`config.mk`:
```
export PLATFORM = sky130hd
export DESIGN_NAME = runway_slot_decoder
export DESIGN_NICKNAME = d
export VERILOG_FILES = /design/src/rtl/atc_pkg.sv /design/src/rtl/slot_pattern_gen.sv /design/src/rtl/runway_slot_decoder.sv
export SDC_FILE = /design/constraint.sdc
export NUM_CORES = 1
export LEC_CHECK = 0
export ABC_CLOCK_PERIOD_IN_PS = 2170
export CORE_UTILIZATION = 49
export DETAILED_ROUTE_END_ITERATION = 16
export GPL_TIMING_DRIVEN = 0
export PLACE_DENSITY = 0.83
export RECOVER_POWER = 100
export SKIP_CTS_REPAIR_TIMING = 1
export SLEW_MARGIN = 30
export SYNTH_ARGS = -nofsm -noshare
export SYNTH_HDL_FRONTEND = slang
export SYNTH_SLANG_ARGS = --single-unit
```
`constraint.sdc`:
```
create_clock -name clk -period 2.17 [get_ports clk]
set_clock_uncertainty 0.15 [all_clocks]
set_input_delay 0.3255 -clock clk [delete_from_list [all_inputs] [get_ports clk]]
set_output_delay 0.3255 -clock clk [all_outputs]
set_load 0.05 [all_outputs]
```
`src/rtl/atc_pkg.sv`:
```
`default_nettype none
// +----------------------------------------------------------------------+
// | atc_pkg                                                               |
// | Shared state and grant-mode encodings for the runway slot decoder.    |
// | Revision: 1.0                                                         |
// +----------------------------------------------------------------------+
package atc_pkg;

    typedef enum logic [1:0] {
        ST_IDLE      = 2'd0,
        ST_ACTIVE    = 2'd1,
        ST_GUARD_GAP = 2'd2
    } state_t;

    localparam logic MODE_ONEHOT = 1'b0;
    localparam logic MODE_THERMO = 1'b1;

endpackage
`default_nettype wire

```
`src/rtl/slot_pattern_gen.sv`:
```
`default_nettype none
// +----------------------------------------------------------------------+
// | slot_pattern_gen                                                      |
// | Combinational one-hot / thermometer decode of a slot selector.       |
// | Revision: 1.0                                                         |
// +----------------------------------------------------------------------+
module slot_pattern_gen
    import atc_pkg::*;
#(
    parameter int SEL_W    = 4,
    parameter int NUM_OUTS = 12
) (
    input  logic [SEL_W-1:0]    sel,
    input  logic                mode,
    output logic [NUM_OUTS-1:0] pattern
);

    for (genvar gi = 0; gi < NUM_OUTS; gi++) begin : g_bit
        localparam logic [SEL_W-1:0] c_IDX = SEL_W'(gi);
        assign pattern[gi] = (mode == MODE_THERMO) ? (sel >= c_IDX) : (sel == c_IDX);
    end

endmodule
`default_nettype wire

```
`src/rtl/runway_slot_decoder.sv`:
```
`default_nettype none
// +----------------------------------------------------------------------+
// | runway_slot_decoder                                                   |
// | Grants a decoded slot pattern for HOLD cycles, then a GUARD gap.      |
// | Revision: 1.0                                                         |
// +----------------------------------------------------------------------+
module runway_slot_decoder
    import atc_pkg::*;
#(
    parameter int SEL_W    = 4,
    parameter int NUM_OUTS = 12,
    parameter int HOLD     = 8,
    parameter int GUARD    = 2
) (
    input  logic                clk,
    input  logic                rst_n,
    input  logic                req_valid,
    output logic                req_ready,
    input  logic [SEL_W-1:0]    req_sel,
    input  logic                req_mode,
    input  logic                abort,
    output logic [NUM_OUTS-1:0] grant,
    output logic                grant_valid,
    output logic                err,
    output logic                busy
);

    localparam int c_MAX_CNT = (HOLD > GUARD) ? HOLD : GUARD;
    localparam int c_CNT_W   = $clog2(c_MAX_CNT + 1);
    localparam logic [c_CNT_W-1:0] c_HOLD_LOAD  = c_CNT_W'(HOLD - 1);
    localparam logic [c_CNT_W-1:0] c_GUARD_LOAD = c_CNT_W'((GUARD > 0) ? GUARD - 1 : 0);

    state_t              r_state;
    logic [c_CNT_W-1:0]  r_cnt;
    logic [NUM_OUTS-1:0] r_grant;
    logic                r_grant_valid;
    logic                r_err;
    logic                r_busy;

    logic [NUM_OUTS-1:0] w_pattern;
    logic                w_accept;
    logic                w_sel_ok;

    slot_pattern_gen #(
        .SEL_W    (SEL_W),
        .NUM_OUTS (NUM_OUTS)
    ) u_pattern (
        .sel     (req_sel),
        .mode    (req_mode),
        .pattern (w_pattern)
    );

    assign req_ready = (r_state == ST_IDLE);
    assign w_accept  = req_valid && req_ready;
    assign w_sel_ok  = (int'(req_sel) < NUM_OUTS);

    // The counter holds "cycles remaining minus one" so the last cycle of a
    // phase is the one where it reads zero; it is never decremented from zero.
    always_ff @(posedge clk or negedge rst_n) begin
        if (!rst_n) begin
            r_state       <= ST_IDLE;
            r_cnt         <= '0;
            r_grant       <= '0;
            r_grant_valid <= 1'b0;
            r_err         <= 1'b0;
            r_busy        <= 1'b0;
        end else begin
            r_err <= 1'b0;
            case (r_state)
                ST_IDLE: begin
                    if (w_accept) begin
                        if (w_sel_ok) begin
                            r_state       <= ST_ACTIVE;
                            r_cnt         <= c_HOLD_LOAD;
                            r_grant       <= w_pattern;
                            r_grant_valid <= 1'b1;
                            r_busy        <= 1'b1;
                        end else begin
                            r_err <= 1'b1;
                        end
                    end
                end
                ST_ACTIVE: begin
                    if (abort || (r_cnt == '0)) begin
                        r_grant       <= '0;
                        r_grant_valid <= 1'b0;
                        if (GUARD > 0) begin
                            r_state <= ST_GUARD_GAP;
                            r_cnt   <= c_GUARD_LOAD;
                        end else begin
                            r_state <= ST_IDLE;
                            r_cnt   <= '0;
                            r_busy  <= 1'b0;
                        end
                    end else begin
                        r_cnt <= r_cnt - c_CNT_W'(1);
                    end
                end
                ST_GUARD_GAP: begin
                    if (r_cnt == '0) begin
                        r_state <= ST_IDLE;
                        r_busy  <= 1'b0;
                    end else begin
                        r_cnt <= r_cnt - c_CNT_W'(1);
                    end
                end
                default: begin
                    r_state       <= ST_IDLE;
                    r_cnt         <= '0;
                    r_grant       <= '0;
                    r_grant_valid <= 1'b0;
                    r_busy        <= 1'b0;
                end
            endcase
        end
    end

    assign grant       = r_grant;
    assign grant_valid = r_grant_valid;
    assign err         = r_err;
    assign busy        = r_busy;

endmodule
`default_nettype wire

```
==> results.md <==
- Critical Path RT: 2.28 ns
- Worst Setup End Kind: flip-flop
- First-pass GRT wire length: 3953 µm
- Top cells by area, synth: dfrtp_1 48%, o21ai_0 5.9%, nand2_1 5.8%
- Cell area after synthesis: about 1100 µm²
- Worst r2r dst: r_cnt[3]
- Hold endpoint: grant[11]
- Slew Limit Fails: 0
- Final-report setup violation count: 0
- Site Rows: 16
- Clock transition at path regs: 0.12 ns
- Depth of the most critical reg-to-reg path: 6
- Unrepaired setup endpoints after global routing: no
- Gpl congestion: 0.8490
- Via density: around 5.7
- Worst Tran Pin Value: 1.101 ns
- CTS tree: built
- Count of final hold-check violations: 0
- Maximum clock insertion buffer count: 2
- VDD IR max: 0.9704 mV
- Reg2Reg Setup Slack: between 0.1 and 0.15 ns
- Grt total ovfl: 0
- Final core occ: ~70%
- Placed Area: between 1000 and 1500 µm²
- Clk sink count: 21
- I/O Buffers: 24
- Post-synthesis sequential area ratio: around 48%
- Area grow syn2layout: 28.12%
- Min Tclk post-route: 2.063 ns
- Routed WL: 2276 µm
- CP Launch Type: flip-flop
- Final worst-path cycle share: 95.08%
- Synthesized instance count: 112
- Post-synth top area share: 47.62%
- Placed insts: ~160
- Critical Path AT: 2.17 ns
- Primary FF master, synth: dfrtp_1
- # IOs: 25
- Outcome: finished, final reports clean
- H-tree levels: 1
- Global Route Usage Sum: a little over a fifth
- # fillers: between 150 and 200
- Yosys reg bits: 21
- # DRC: 0
- Fin cells: 168
- Hold Path Class: flip-flop to flip-flop
- Largest net degree at the start of global routing: 22
- Hold Crit Start: grant[11]
- Crit Path Category: flip-flop to flip-flop
- Clk Tree Root Cell: clkbuf_4
- Via count: 957
- CTS Buf Count: 3
- Avg WL per Cell: between 10 and 15 µm
- Post-DP HPWL: 1742 µm
- Ys Warns: 0
- Die width: 49.46 µm
- Leading area contributor after synthesis: dfrtp_1
- Initial antenna violation count: 0
- Core area: 2042 µm²
- Post-synth ARST share: 100.0%
- Starting density of the core: 54.04%
- NumNets Final: ~150
- Final ANT Viol Nets: 0
- Vias in the first global route: between 800 and 900
- Die Footprint: between 2000 and 2500 µm²
- Iter 0 DRT Violations: 32
- Worst-Skew Late Latency: 0.31 ns
- Yosys cell types: 37
- Fin area: 1414 µm²
- PD cells: 1395 nW/µm²
- Max Fclk: about 480 MHz
- Number of enable flip-flop cells after synthesis: 0
- MaxCap Viol Count: 0
- Avg Inst Size Synth: 9.853 µm²
- Pre-antenna DRT Iters: 4
- Hold Path Depth: 2
- Lkg Pwr: roughly 0.66 nW
- Antenna Cells: 0
- Max_slew headroom: 26.57%
- Die height: 49.46 µm
- Peak fanout along the critical path: 5
- Worst r2r src: r_cnt[0]
- Worst setup margin: 0.1068 ns
- Placement Setup Slack: -0.1668 ns
- Syn nets: between 100 and 150
- Share of layout cells above drive strength 1: 9.929%
==> power by group <==
group          internal [mW]  leakage, nW  switching [mW]
Clock                 0.0689       0.0177           0.119
Sequential             0.539        0.268           0.108
Combinational          0.394        0.378           0.743
Total                   1.00        0.664           0.970
==> worst max-delay path by stage <==
stage	startpoint	endpoint	slack, ns	cells past startpoint
6_report	r_cnt[0]	r_cnt[3]	0.11	6
5_1_grt	r_cnt[0]	r_cnt[3]	0.01	6
4_1_cts	r_state[1]	req_ready	-0.27	3
3_5_place_dp	req_valid	grant[3]	-0.17	5
3_3_place_gp	req_sel[2]	r_cnt[3]	-0.08	5
2_1_floorplan	r_state[1]	r_cnt[2]	0.38	5
==> cell usage in the layout, fill, tap and decap left out, types with 2 or more instances in the layout <==
master and n:
o21a_1 2, a22o_1 4, dlygate4sd3_1 16, clkdlybuf4s50_1 7, ha_1 2, nand2_1 17
nor3b_2 2, nor3_1 3, clkbuf_4 3, dfrtp_1 21, nand2b_1 3, mux2i_1 2
o21ai_0 13, a21oi_1 5, nor2_1 6, buf_4 2, o31ai_1 4, inv_1 5
==> metrics by stage <==
step | hold WS, ns | setup TNS [ns] | power, mW
2_1_floorplan | -0.1201 | 0 | 1.473
3_3_place_gp | 0.3122 | -0.1805 | 1.802
3_5_place_dp | 0.3229 | -1.120 | 1.832
4_1_cts | 0.3492 | -0.2744 | 2.021
5_1_grt | 0.3759 | 0 | 2.102
6_report | 0.3375 | 0 | 1.972
==> kinds of logic after synthesis <==
family                   count (synthesis)  share of synthesized area [%]
AND/OR/NAND/NOR                         42                          20.86
adder cells (fa/ha/maj)                  2                          2.267
flip-flops                              21                          47.62
AO/OA/AOI/OAI                           37                          23.58
buffers and inverters                    8                          3.855
multiplexers                             2                          1.814
==> flip-flops by register name, summed over array words and instances, names as in the netlist <==
signal	flops
grant_valid	1
busy	1
r_cnt	4
grant	12
r_state	2
err	1
==> per-layer routing <==
layer / routed length [µm] / share of wire (%) / global-route usage [%]
met3: 114 / 5.0 / 4.938
met2: 1153 / 51 / 37.44
met1: 986 / 43 / 25.75
met4: 21 / 0.92 / 5.714
met5: 0 / 0 / 0
==> critical path, cell delays in order, from the launching register on <==
cell and delay [ns]:
dfrtp_1 0.41, inv_1 0.08, ha_1 0.21, nor4bb_2 0.18
a211oi_2 0.43, or4b_1 0.48, nand2_1 0.08
==> final cells by class <==
| cell class | instances | area, µm² | share of cell area, % |
|---|---|---|---|
| Buffer | 3 | 20.02 | 1.416 |
| Inverter | 5 | 18.77 | 1.327 |
| Clock buffer | 3 | 22.52 | 1.593 |
| Clock inverter | 1 | 5.005 | 0.3540 |
| Multi-Input combinational cell | 83 | 541.8 | 38.32 |
| Sequential cell | 21 | 525.5 | 37.17 |
| Tap cell | 27 | 33.78 | 2.389 |
| Timing Repair Buffer | 25 | 246.5 | 17.43 |
==> synth_stat cells (2+ instances only) <==
cell type  count
inv_1          5
dfrtp_1       21
mux2i_1        2
nor3_1         3
o21ai_0       13
a22o_1         4
nor3b_2        2
ha_1           2
a21oi_1        5
o31ai_1        4
nor2_1         6
o21a_1         2
nand2b_1       3
nand2_1       17
(Power assumes the default switching activity.)
